<file path="src/rtl/rv_ctrl_pkg.sv">
// Shared opcode and ALUop definitions for the RV32 control decoders.
// Pure definitions: no latency and no flow control.
package rv_ctrl_pkg;

  localparam logic [6:0] OP_STORE  = 7'b0100011;
  localparam logic [6:0] OP_RTYPE  = 7'b0110011;
  localparam logic [6:0] OP_ITYPE  = 7'b0010011;
  localparam logic [6:0] OP_LOAD   = 7'b0000011;
  localparam logic [6:0] OP_JAL    = 7'b1101111;
  localparam logic [6:0] OP_BRANCH = 7'b1100011;

  localparam logic [1:0] ALUOP_ADD   = 2'b00;
  localparam logic [1:0] ALUOP_SUB   = 2'b01;
  localparam logic [1:0] ALUOP_FUNCT = 2'b10;

  typedef struct packed {
    logic is_stype;
    logic is_rtype;
    logic is_itype;
    logic is_lw;
    logic is_jump;
    logic is_branch;
    logic is_illegal;
  } type_t;

  typedef struct packed {
    type_t      ty;
    logic       reg_write;
    logic       alu_src;
    logic       mem_read;
    logic       mem_write;
    logic       mem2reg;
    logic [1:0] alu_op;
  } ctrl_t;

endpackage

</file>
<file path="src/rtl/rv_opcode_classify.sv">
// Opcode to one-hot instruction-type flags plus illegal flag.
// Combinational, zero latency; no flow control.
module rv_opcode_classify
  import rv_ctrl_pkg::*;
(
  input  logic [6:0] opcode,
  output type_t      o_type
);

  always_comb begin
    o_type            = '0;
    o_type.is_stype   = (opcode == OP_STORE);
    o_type.is_rtype   = (opcode == OP_RTYPE);
    o_type.is_itype   = (opcode == OP_ITYPE);
    o_type.is_lw      = (opcode == OP_LOAD);
    o_type.is_jump    = (opcode == OP_JAL);
    o_type.is_branch  = (opcode == OP_BRANCH);
    o_type.is_illegal = ~(o_type.is_stype | o_type.is_rtype | o_type.is_itype |
                          o_type.is_lw | o_type.is_jump | o_type.is_branch);
  end

endmodule

</file>
<file path="src/rtl/rv_ctrl_decode.sv">
// Main control decoder: opcode -> type flags, datapath strobes and ALUop.
// Latency 0 (REGISTERED=0) or 1 cycle (REGISTERED=1); no backpressure.
module rv_ctrl_decode
  import rv_ctrl_pkg::*;
#(
  parameter bit REGISTERED = 1'b0
) (
  input  logic       clk,
  input  logic       rst_n,
  input  logic [6:0] opcode,
  output logic       is_stype,
  output logic       is_rtype,
  output logic       is_itype,
  output logic       is_lw,
  output logic       is_jump,
  output logic       is_branch,
  output logic       is_illegal,
  output logic       reg_write,
  output logic       alu_src,
  output logic       mem_read,
  output logic       mem_write,
  output logic       mem2reg,
  output logic [1:0] alu_op
);

  type_t w_type;
  ctrl_t w_nxt;
  ctrl_t w_out;

  rv_opcode_classify u_classify (
    .opcode (opcode),
    .o_type (w_type)
  );

  always_comb begin
    w_nxt           = '0;
    w_nxt.ty        = w_type;
    w_nxt.reg_write = w_type.is_rtype | w_type.is_itype | w_type.is_lw | w_type.is_jump;
    w_nxt.alu_src   = w_type.is_itype | w_type.is_lw | w_type.is_stype;
    w_nxt.mem_read  = w_type.is_lw;
    w_nxt.mem_write = w_type.is_stype;
    w_nxt.mem2reg   = w_type.is_lw;
    // Illegal opcodes set neither bit, so alu_op falls back to ADD.
    w_nxt.alu_op    = {w_type.is_rtype, w_type.is_branch};
  end

  generate
    if (REGISTERED) begin : g_reg
      ctrl_t r_q;

      // Reset clears is_illegal too, so a held-in-reset stage reads as a bubble.
      always_ff @(posedge clk or negedge rst_n) begin
        if (!rst_n) begin
          r_q <= '0;
        end else begin
          r_q <= w_nxt;
        end
      end

      assign w_out = r_q;
    end else begin : g_comb
      logic w_unused;
      assign w_unused = clk | rst_n;
      assign w_out    = w_nxt;
    end
  endgenerate

  assign is_stype   = w_out.ty.is_stype;
  assign is_rtype   = w_out.ty.is_rtype;
  assign is_itype   = w_out.ty.is_itype;
  assign is_lw      = w_out.ty.is_lw;
  assign is_jump    = w_out.ty.is_jump;
  assign is_branch  = w_out.ty.is_branch;
  assign is_illegal = w_out.ty.is_illegal;
  assign reg_write  = w_out.reg_write;
  assign alu_src    = w_out.alu_src;
  assign mem_read   = w_out.mem_read;
  assign mem_write  = w_out.mem_write;
  assign mem2reg    = w_out.mem2reg;
  assign alu_op     = w_out.alu_op;

endmodule

</file>
<file path="config.mk">
export PLATFORM = sky130hd
export DESIGN_NAME = rv_ctrl_decode
export DESIGN_NICKNAME = d
export VERILOG_FILES = /design/src/rtl/rv_ctrl_pkg.sv /design/src/rtl/rv_opcode_classify.sv /design/src/rtl/rv_ctrl_decode.sv
export SDC_FILE = /design/constraint.sdc
export NUM_CORES = 1
export LEC_CHECK = 0
export CAP_MARGIN = 25
export CORE_AREA = 5 5 42 44
export DETAILED_ROUTE_END_ITERATION = 16
export DIE_AREA = 0 0 47 49
export GPL_ROUTABILITY_DRIVEN = 0
export PLACE_DENSITY = 0.53
export SLEW_MARGIN = 5
export SYNTH_ARGS = -nofsm -noshare
export SYNTH_HDL_FRONTEND = slang
export SYNTH_HIERARCHICAL = 1
export SYNTH_SLANG_ARGS = --single-unit
</file>
<file path="constraint.sdc">
create_clock -name vclk -period 1.1
set_clock_uncertainty 0.1 [all_clocks]
set_input_delay 0.11 -clock vclk [all_inputs]
set_output_delay 0.11 -clock vclk [all_outputs]
set_load 0.02 [all_outputs]
</file>
==> run_results.csv, run 1 <==
group,metric,value,unit
timing,hold_viol,0,
worst_hold_path,hp-class,"primary input to primary output",
global_routing,grt_usage,5.126,%
drt,antenna_left,0,
yosys,synth_top_cell_by_area,"buf_4",
timing,worst_slack,-0.2546,ns
floorplan,num_rows,14,
floorplan,die_h,49,um
floorplan,core,0.001401,mm^2
outcome,status,"complete, but fails checks",
timing,fin_crit_sh,123.1,%
global_routing,antenna_found_initial,0,
drt,vias_per_cell,3.922,
timing,fmax,738.2,MHz
setup_path,cp-startpoint,"opcode[4]",
drt,post-route-drc-count,0,
floorplan,dieWidth,47,um
setup_path,worstSetupPathType,"primary input to primary output",
flow_run,cap_violations,0,
setup_path,endpoint_kind,"primary output",
power_and_ir_drop,ir_drop,0.00006285,V
global_routing,grt_first_pass_wirelength,966,um
final_layout,antenna_cells,0,
final_layout,fin_nets,59,
yosys,synth_most_common_cell,"buf_4",
yosys,ys_seq_area_share,0,%
drt,drtIter0Drc,0,
yosys,yosysUniqueCellTypes,14,
timing,worst_slew_pin_slew,0.2037,ns
yosys,synthTopCellsByCount,"buf_4 (5), nand2_1 (2), nor2_1 (2), nor3_1 (2)",
drt,wl_per_cell,9.125,um
final_layout,final.clkbuf_count,0,
power_and_ir_drop,power,108.3,uW
final_layout,seq_area,0,um^2
place,io_buffers,21,
power_and_ir_drop,power_density,201.3,mW/mm^2
floorplan,pin_count,23,
timing,period_needed,1.355,ns
timing,slew_headroom,86.41,%
yosys,ys_warn_count,6,
setup_path,start_kind,"primary input",
final_layout,seq_cell_count,0,
yosys,synth_area,146.4,um^2
global_routing,grt_overflow,0,
timing,hold_slack,0.4807,ns
drt,firstDrtPassIters,1,
yosys,synth_area_leaders,"buf_4 (26%), nor3b_2 (8.5%), nand3_2 (6.8%), nor3_1 (6.8%), nor3_2 (6.8%)",
final_layout,n_fill_cell,159,
timing,setup_violations,13,
global_routing,grt_pass1_vias,249,
floorplan,design.die.area,0.002303,mm^2
timing,rsz0062_at_grt,"yes",
drt,vias,251,
drt,routed_wl,584,um
final_layout,synthToLayoutAreaGrowth,267.5,%
final_layout,drive_above_1_share,89.58,%
yosys,yosysTopAreaCellShare,25.64,%
outcome,violations,"negative setup slack",
worst_hold_path,hold_start,"opcode[5]",
power_and_ir_drop,p_leak,0.2478,nW
floorplan,start_util,10.45,%
setup_path,arrival,1.14,ns
timing,maxSlewViolCount,0,
yosys,synth_cells,21,
global_routing,grt_start_max_net_pins,5,
setup_path,path_max_fanout,3,
setup_path,cp.required,0.89,ns
yosys,syn_area_per_cell,6.971,um^2
yosys,syn_nets,30,
-- per-stage QoR --
step / setup TNS (ns) / setup WS [ns] / cell area [um^2] / utilization (%) / cells
5_1_grt: -2.273 / -0.2748 / 538.0 / 38.39 / 64
3_5_place_dp: -13.55 / -1.076 / 470.5 / 33.57 / 63
6_report: -1.405 / -0.2546 / 538.0 / 38.39 / 64
2_1_floorplan: -0.5716 / -0.1563 / 206.4 / - / 21
4_1_cts: -1.831 / -0.2620 / 509.2 / 36.34 / 64
3_3_place_gp: -13.59 / -1.107 / 470.5 / 33.57 / 63
-- worst max-delay path, stage by stage --
cell and delay [ns]:
buf_6 0.09, buf_6 0.12, nor3b_4 0.15, or4_4 0.53, buf_6 0.15
-- layer usage --
| layer | wire, um | track usage [%] |
|---|---|---|
| met1 | 168 | 5.447 |
| met2 | 357 | 10.86 |
| met3 | 57 | 0 |
| met4 | 0 | 0 |
| met5 | 0 | 0 |
-- kinds of logic after synthesis --
group                     count (synthesis)  share of synthesized area (%)
xor gates and xnor gates                  1                          5.984
AOI/OAI and AO/OA                         1                          5.130
buffers and inverters                     5                          25.64
and+or+nand+nor                          14                          63.26
-- where the power goes --
part	internal (mW)	switching, mW
combinational	0.0649	0.0434
sequential	0	0
clock	0	0
-- placed cells by master, fill, tap and decap left out --
cell type | netlist | routed
and2b_1 | 1 | 1
buf_4 | 5 | 10
buf_6 | 0 | 19
buf_8 | 0 | 3
nand2_1 | 2 | 1
nand2_4 | 0 | 1
nand3_4 | 0 | 1
nand4_1 | 1 | 1
nor2_2 | 0 | 1
nor2_4 | 0 | 1
nor2b_4 | 0 | 1
nor3_4 | 0 | 3
nor3b_4 | 0 | 1
o21a_1 | 1 | 1
or3_4 | 0 | 1
or4_4 | 0 | 1
xor2_1 | 1 | 1
-- final timing paths --
check                        to  slack [ns]  depth (start not counted)
worst max-delay path  reg_write       -0.25                          5
worst min-delay path   is_itype        0.48                          4
-- final cells by class --
type                            count  area (um^2)  area share (%)
Tap cell                           16        20.02           3.721
Multi-Input combinational cell     16        183.9           34.19
Timing Repair Buffer               32        334.1           62.09
-- what timing repair did --
action	CTS	global route
resized for setup	124	7
pin swaps	7	4
setup buffers	3	0
hold buffers	0	0
setup endpoints to repair	14	14
Note: power is estimated with default switching activity, not from simulation.
==> inputs of run 2 (changes only) <==
Settings changed: GPL_ROUTABILITY_DRIVEN 0 to 1.
==> results of run 2 <==
The final DEF is identical to that of run 1; final timing and power are the same.
